`src/rtl/dmem_arbiter.sv`:
```
// Shares the single-port data memory between the CPU load/store port (priority) and a DMA master.
// Memory path is combinational; DMA read data, rvalid and error status are registered one cycle after grant.
module dmem_arbiter #(
  parameter int unsigned MAX_WAIT  = 8,
  parameter logic [31:0] BASE_ADDR = 32'h1000_0000,
  parameter int unsigned ADDR_BITS = 14
) (
  input  logic        clk,
  input  logic        rst,

  input  logic        cpu_req_i,
  input  logic        cpu_we_i,
  input  logic [3:0]  cpu_wmask_i,
  input  logic [31:0] cpu_addr_i,
  input  logic [31:0] cpu_wdata_i,
  output logic [31:0] cpu_rdata_o,
  output logic        cpu_stall_o,

  input  logic        dma_req_i,
  input  logic        dma_we_i,
  input  logic [3:0]  dma_wmask_i,
  input  logic [31:0] dma_addr_i,
  input  logic [31:0] dma_wdata_i,
  output logic        dma_gnt_o,
  output logic        dma_rvalid_o,
  output logic [31:0] dma_rdata_o,
  output logic        dma_err_o,

  output logic        mem_we_o,
  output logic [3:0]  mem_wmask_o,
  output logic [31:0] mem_addr_o,
  output logic [31:0] mem_wdata_o,
  input  logic [31:0] mem_rdata_i
);

  localparam logic [7:0] MAX_WAIT_C = 8'(MAX_WAIT);

  logic [7:0]  wait_cnt_q, wait_cnt_d;
  logic        rvalid_q, rvalid_d;
  logic [31:0] rdata_q, rdata_d;
  logic        err_q, err_d;

  logic        in_window;
  logic        wait_at_max;
  logic        sel_dma;

  assign in_window   = (dma_addr_i[31:ADDR_BITS] == BASE_ADDR[31:ADDR_BITS]);
  assign wait_at_max = (wait_cnt_q == MAX_WAIT_C);
  assign sel_dma     = ~rst & dma_req_i & (~cpu_req_i | wait_at_max);

  always_comb begin
    mem_addr_o  = cpu_addr_i;
    mem_wmask_o = cpu_wmask_i;
    mem_wdata_o = cpu_wdata_i;
    mem_we_o    = ~rst & cpu_req_i & cpu_we_i;
    cpu_stall_o = 1'b0;
    dma_gnt_o   = 1'b0;
    if (sel_dma) begin
      mem_addr_o  = dma_addr_i;
      mem_wmask_o = dma_wmask_i;
      mem_wdata_o = dma_wdata_i;
      mem_we_o    = dma_we_i & in_window;
      cpu_stall_o = cpu_req_i;
      dma_gnt_o   = 1'b1;
    end
  end

  assign cpu_rdata_o = mem_rdata_i;

  always_comb begin
    wait_cnt_d = wait_cnt_q;
    if (sel_dma || !dma_req_i) begin
      wait_cnt_d = 8'd0;
    end else if (cpu_req_i && !wait_at_max) begin
      wait_cnt_d = wait_cnt_q + 8'd1;
    end
  end

  // Out-of-window reads must not leak whatever word the aliased low address bits select.
  always_comb begin
    rvalid_d = sel_dma & ~dma_we_i;
    rdata_d  = rdata_q;
    err_d    = err_q;
    if (sel_dma) begin
      err_d = ~in_window;
      if (!dma_we_i) begin
        rdata_d = in_window ? mem_rdata_i : 32'h0;
      end
    end
  end

  always_ff @(posedge clk) begin
    if (rst) begin
      wait_cnt_q <= 8'd0;
      rvalid_q   <= 1'b0;
      rdata_q    <= 32'h0;
      err_q      <= 1'b0;
    end else begin
      wait_cnt_q <= wait_cnt_d;
      rvalid_q   <= rvalid_d;
      rdata_q    <= rdata_d;
      err_q      <= err_d;
    end
  end

  // A reset landing in the return cycle squashes the in-flight read immediately.
  assign dma_rvalid_o = rvalid_q & ~rst;
  assign dma_rdata_o  = rdata_q;
  assign dma_err_o    = err_q;

endmodule

```
`config.mk`:
```
export PLATFORM = sky130hd
export DESIGN_NAME = dmem_arbiter
export DESIGN_NICKNAME = d
export VERILOG_FILES = /design/src/rtl/dmem_arbiter.sv
export SDC_FILE = /design/constraint.sdc
export NUM_CORES = 1
export LEC_CHECK = 0
export CAP_MARGIN = 0
export CORE_AREA = 3 3 121 123
export CTS_CLUSTER_SIZE = 30
export DETAILED_ROUTE_END_ITERATION = 8
export DIE_AREA = 0 0 124 126
export HOLD_SLACK_MARGIN = 0.03
export PLACE_DENSITY_LB_ADDON = 0.05
export SETUP_SLACK_MARGIN = 0.02
export SKIP_CTS_REPAIR_TIMING = 1
export SYNTH_ARGS = -nofsm -noshare
export SYNTH_HDL_FRONTEND = slang
export SYNTH_SLANG_ARGS = --single-unit
```
`constraint.sdc`:
```
create_clock -name clk -period 3.01 [get_ports clk]
set_input_delay 0.602 -clock clk [delete_from_list [all_inputs] [get_ports clk]]
set_output_delay 0.602 -clock clk [all_outputs]
set_load 0.01 [all_outputs]
```
==> summary.md <==
| Metric | Value |
|---|---|
| Core ar. | `13770 sq um` |
| Fin Setup TNS | `-5.554 ns` |
| Total track usage | `19.21%` |
| Hold Startpoint | `dma_err_o` |
| Die area | `15620 sq um` |
| Required time of the critical path | `2.41 ns` |
| Crit end category | `primary output` |
| Top_reg_cell synth | `dfxtp_1` |
| Final #Nets | `790` |
| Initial Util | `between 20 and 25%` |
| Mean Syn Cell Area | `9.585 sq um` |
| Clock Latency Late Sink | `0.28 ns` |
| Leak | `between 2 and 3 nW` |
| Post-synthesis sequential area ratio | `about 28%` |
| TritonCTS clock tree | `built` |
| Seq cells post-synth | `42` |
| Tmin final | `3.186 ns` |
| Via/cell ratio | `4.577` |
| Antenna diodes | `0` |
| Number of flops mapped to enable cells by yosys | `0` |
| Status | `finished, violations left` |
| Fin area | `6407 sq um` |
| # IOs | `311` |
| RSZ-0062 raised after global routing | `true` |
| Mapped Area | `3048 sq um` |
| Reg clk slew, reported paths | `0.06 ns` |
| GR Overflow Total | `0` |
| Initial antenna violation count | `0` |
| Final Cycle Share | `105.9%` |
| Htree depth | `2` |
| YS warnings | `0` |
| Placer Congestion | `0.8556` |
| CP Launch Type | `flop` |
| First-pass GRT wire length | `22.65 mm` |
| Critical path launch point | `wait_cnt_q[0]` |
| I/O Buffers | `310` |
| Asr flop ratio synth | `0%` |
| Initial DRC Count | `122` |
| Drt total wl | `approximately 16 mm` |
| Layout overhead on the synthesized area | `110.2%` |
| Clk buf depth | `2` |
| Vias in the first global route | `3841` |
| Synth Net Count | `494` |
| Distinct cells, synth | `28` |
| Maximum number of pins on one net before global-route repair | `38` |
| Violated checks | `negative setup slack` |
| Setup violations, final | `64` |
| Max VDD drop | `0.0002262 V` |
| Setup CP Type | `reg -> out` |
| Arrival time at the worst endpoint | `2.58 ns` |
| Critical Path Fanout Max | `7` |
| Max-slew headroom | `about 62%` |
| Via count | `about 3600` |
| Hold Crit Class | `reg -> reg` |
| Synth top area share | `27.59%` |
| Sink Count | `42` |
| Post-DP HPWL | `12.88 mm` |
| Worst reg2reg path startpoint | `wait_cnt_q[0]` |
| Synth Instances | `~320` |
| Max-cap violations | `0` |
| CTS buffer count | `5` |
| Dpl cell area | `6208 sq um` |
| Post-route ant nets | `0` |
| Die Wd | `124 um` |
| Root Driver | `clkbuf_16` |
| Overall Power | `1.711 mW` |
| PD cells | `roughly 270 nW/um^2` |
| DRC errors left | `0` |
| Fraction of layout cells with a size suffix above 1 | `approximately 35%` |
| Clock skew | `0.002996 ns` |
| Fin. max-slew vios | `0` |
| Routed len/inst | `20.44 um` |
| Dominant cells by area after synthesis | `dfxtp_1, mux2_2, a311oi_1, a31o_2, buf_4` |
| Fmax | `~310 MHz` |
| Final worst slack | `-0.1761 ns` |
| Die height | `126 um` |
| DRT Pass-1 Iters | `4` |
| Cell accounting for the most synthesized area | `dfxtp_1` |
| Cell Rows | `43` |
| Fill cells | `roughly 1400` |
| Worst Tran Pin Value | `0.5629 ns` |
| Fin. Hold Viols | `0` |
==> path summary, 6_finish.rpt <==
kind	to	slack (ns)	cells past startpoint
min reg2reg	dma_err_o	0.52	2
min	dma_err_o	0.52	2
max reg2reg	dma_rdata_o[26]	0.61	9
max	mem_addr_o[0]	-0.18	10
==> power breakdown <==
group	switching [mW]	total, mW	leakage, nW	internal (mW)
clock	0.205	0.504	0.0694	0.299
sequential	0.000915	0.559	0.339	0.558
combinational	0.240	0.647	2.29	0.407
total	0.446	1.71	2.70	1.26
==> per-stage QoR <==
stage	hold WS (ns)	instances	worst slack, ns	util [%]
after floorplan	0.4485	318	0.3720	-
after global placement	0.5036	772	-0.2067	45.08
after detailed placement	0.5183	772	-0.2117	45.08
after CTS	0.5253	779	-0.4423	46.06
after global routing	0.5632	794	-0.2760	46.52
final	0.5223	794	-0.1761	46.52
==> critical path, stage by stage (launching register included) <==
cell and delay, ns:
dfxtp_2 0.32, inv_2 0.04, ha_1 0.12, or4b_4 0.47
o41ai_4 0.37, nand2_4 0.14, clkbuf_16 0.17, buf_12 0.13
buf_4 0.13, mux2_2 0.28, buf_6 0.13
==> synth_stat cells, types with 3 or more instances <==
| library cell | n |
|---|---|
| mux2_4 | 9 |
| dfxtp_1 | 42 |
| nand2_1 | 3 |
| nand3_1 | 6 |
| nor4_1 | 3 |
| buf_4 | 32 |
| inv_1 | 37 |
| a31o_2 | 33 |
| mux2_2 | 59 |
| nor2_1 | 9 |
| xor2_1 | 4 |
| buf_2 | 11 |
| and3_1 | 5 |
| a311oi_1 | 33 |
| buf_6 | 3 |
| clkbuf_1 | 14 |
==> logic make-up (layout without fill, tap and decap cells) <==
kind of cell               count (synthesis)  after routing  synth area share (%)
buffers and inverters                     98            394                 17.20
adders and majority gates                  2              2                0.8209
xor gates and xnor gates                   6              6                 1.724
and+or+nand+nor                           32             32                 5.788
AOI/OAI and AO/OA                         70             70                 20.65
muxes                                     68             68                 26.23
DFF                                       42             42                 27.59
==> per-layer routing <==
| metal | up-vias | global-route usage [%] | part of all wire [%] |
|---|---|---|---|
| met2 | 178 | 34.11 | 51 |
| met1 | 1700 | 22.14 | 38 |
| met4 | 0 | 4.961 | 2.6 |
| met3 | 24 | 5.972 | 8.9 |
| li1 | 1732 | - | - |
| met5 | - | 0 | 0 |
==> area by class of cell <==
type | instances | area [sq um] | area share (%)
clock buffer | 5 | 125.1 | 1.953
clock inverter | 2 | 10.01 | 0.1562
inverter | 37 | 138.9 | 2.168
multi-input combinational | 178 | 1725 | 26.93
sequential | 42 | 843.3 | 13.16
tap | 180 | 225.2 | 3.515
timing repair buffer | 350 | 3339 | 52.12
==> state kept, by name, summed over array words and instances, names as in the netlist <==
name	count
dma_rdata_o	32
wait_cnt_q	8
dma_err_o	1
rvalid_q	1
==> cells in the final DEF, fill, tap and decap left out, drive strengths merged <==
cell type        n
a31o            33
dlymetal6s2s    15
nor2b            2
nor4b            1
a311oi          33
ha               2
and3             5
a21oi            1
buf             48
mux2            68
or4b             1
a211oi           1
dfxtp           42
clkbuf          53
nor3             1
o41ai            1
nor2             9
clkinv           2
o41a             1
clkdlybuf4s50  239
xor2             4
nand3            6
xnor2            2
nor4             3
nand2            4
inv             37
(Power assumes the default switching activity.)
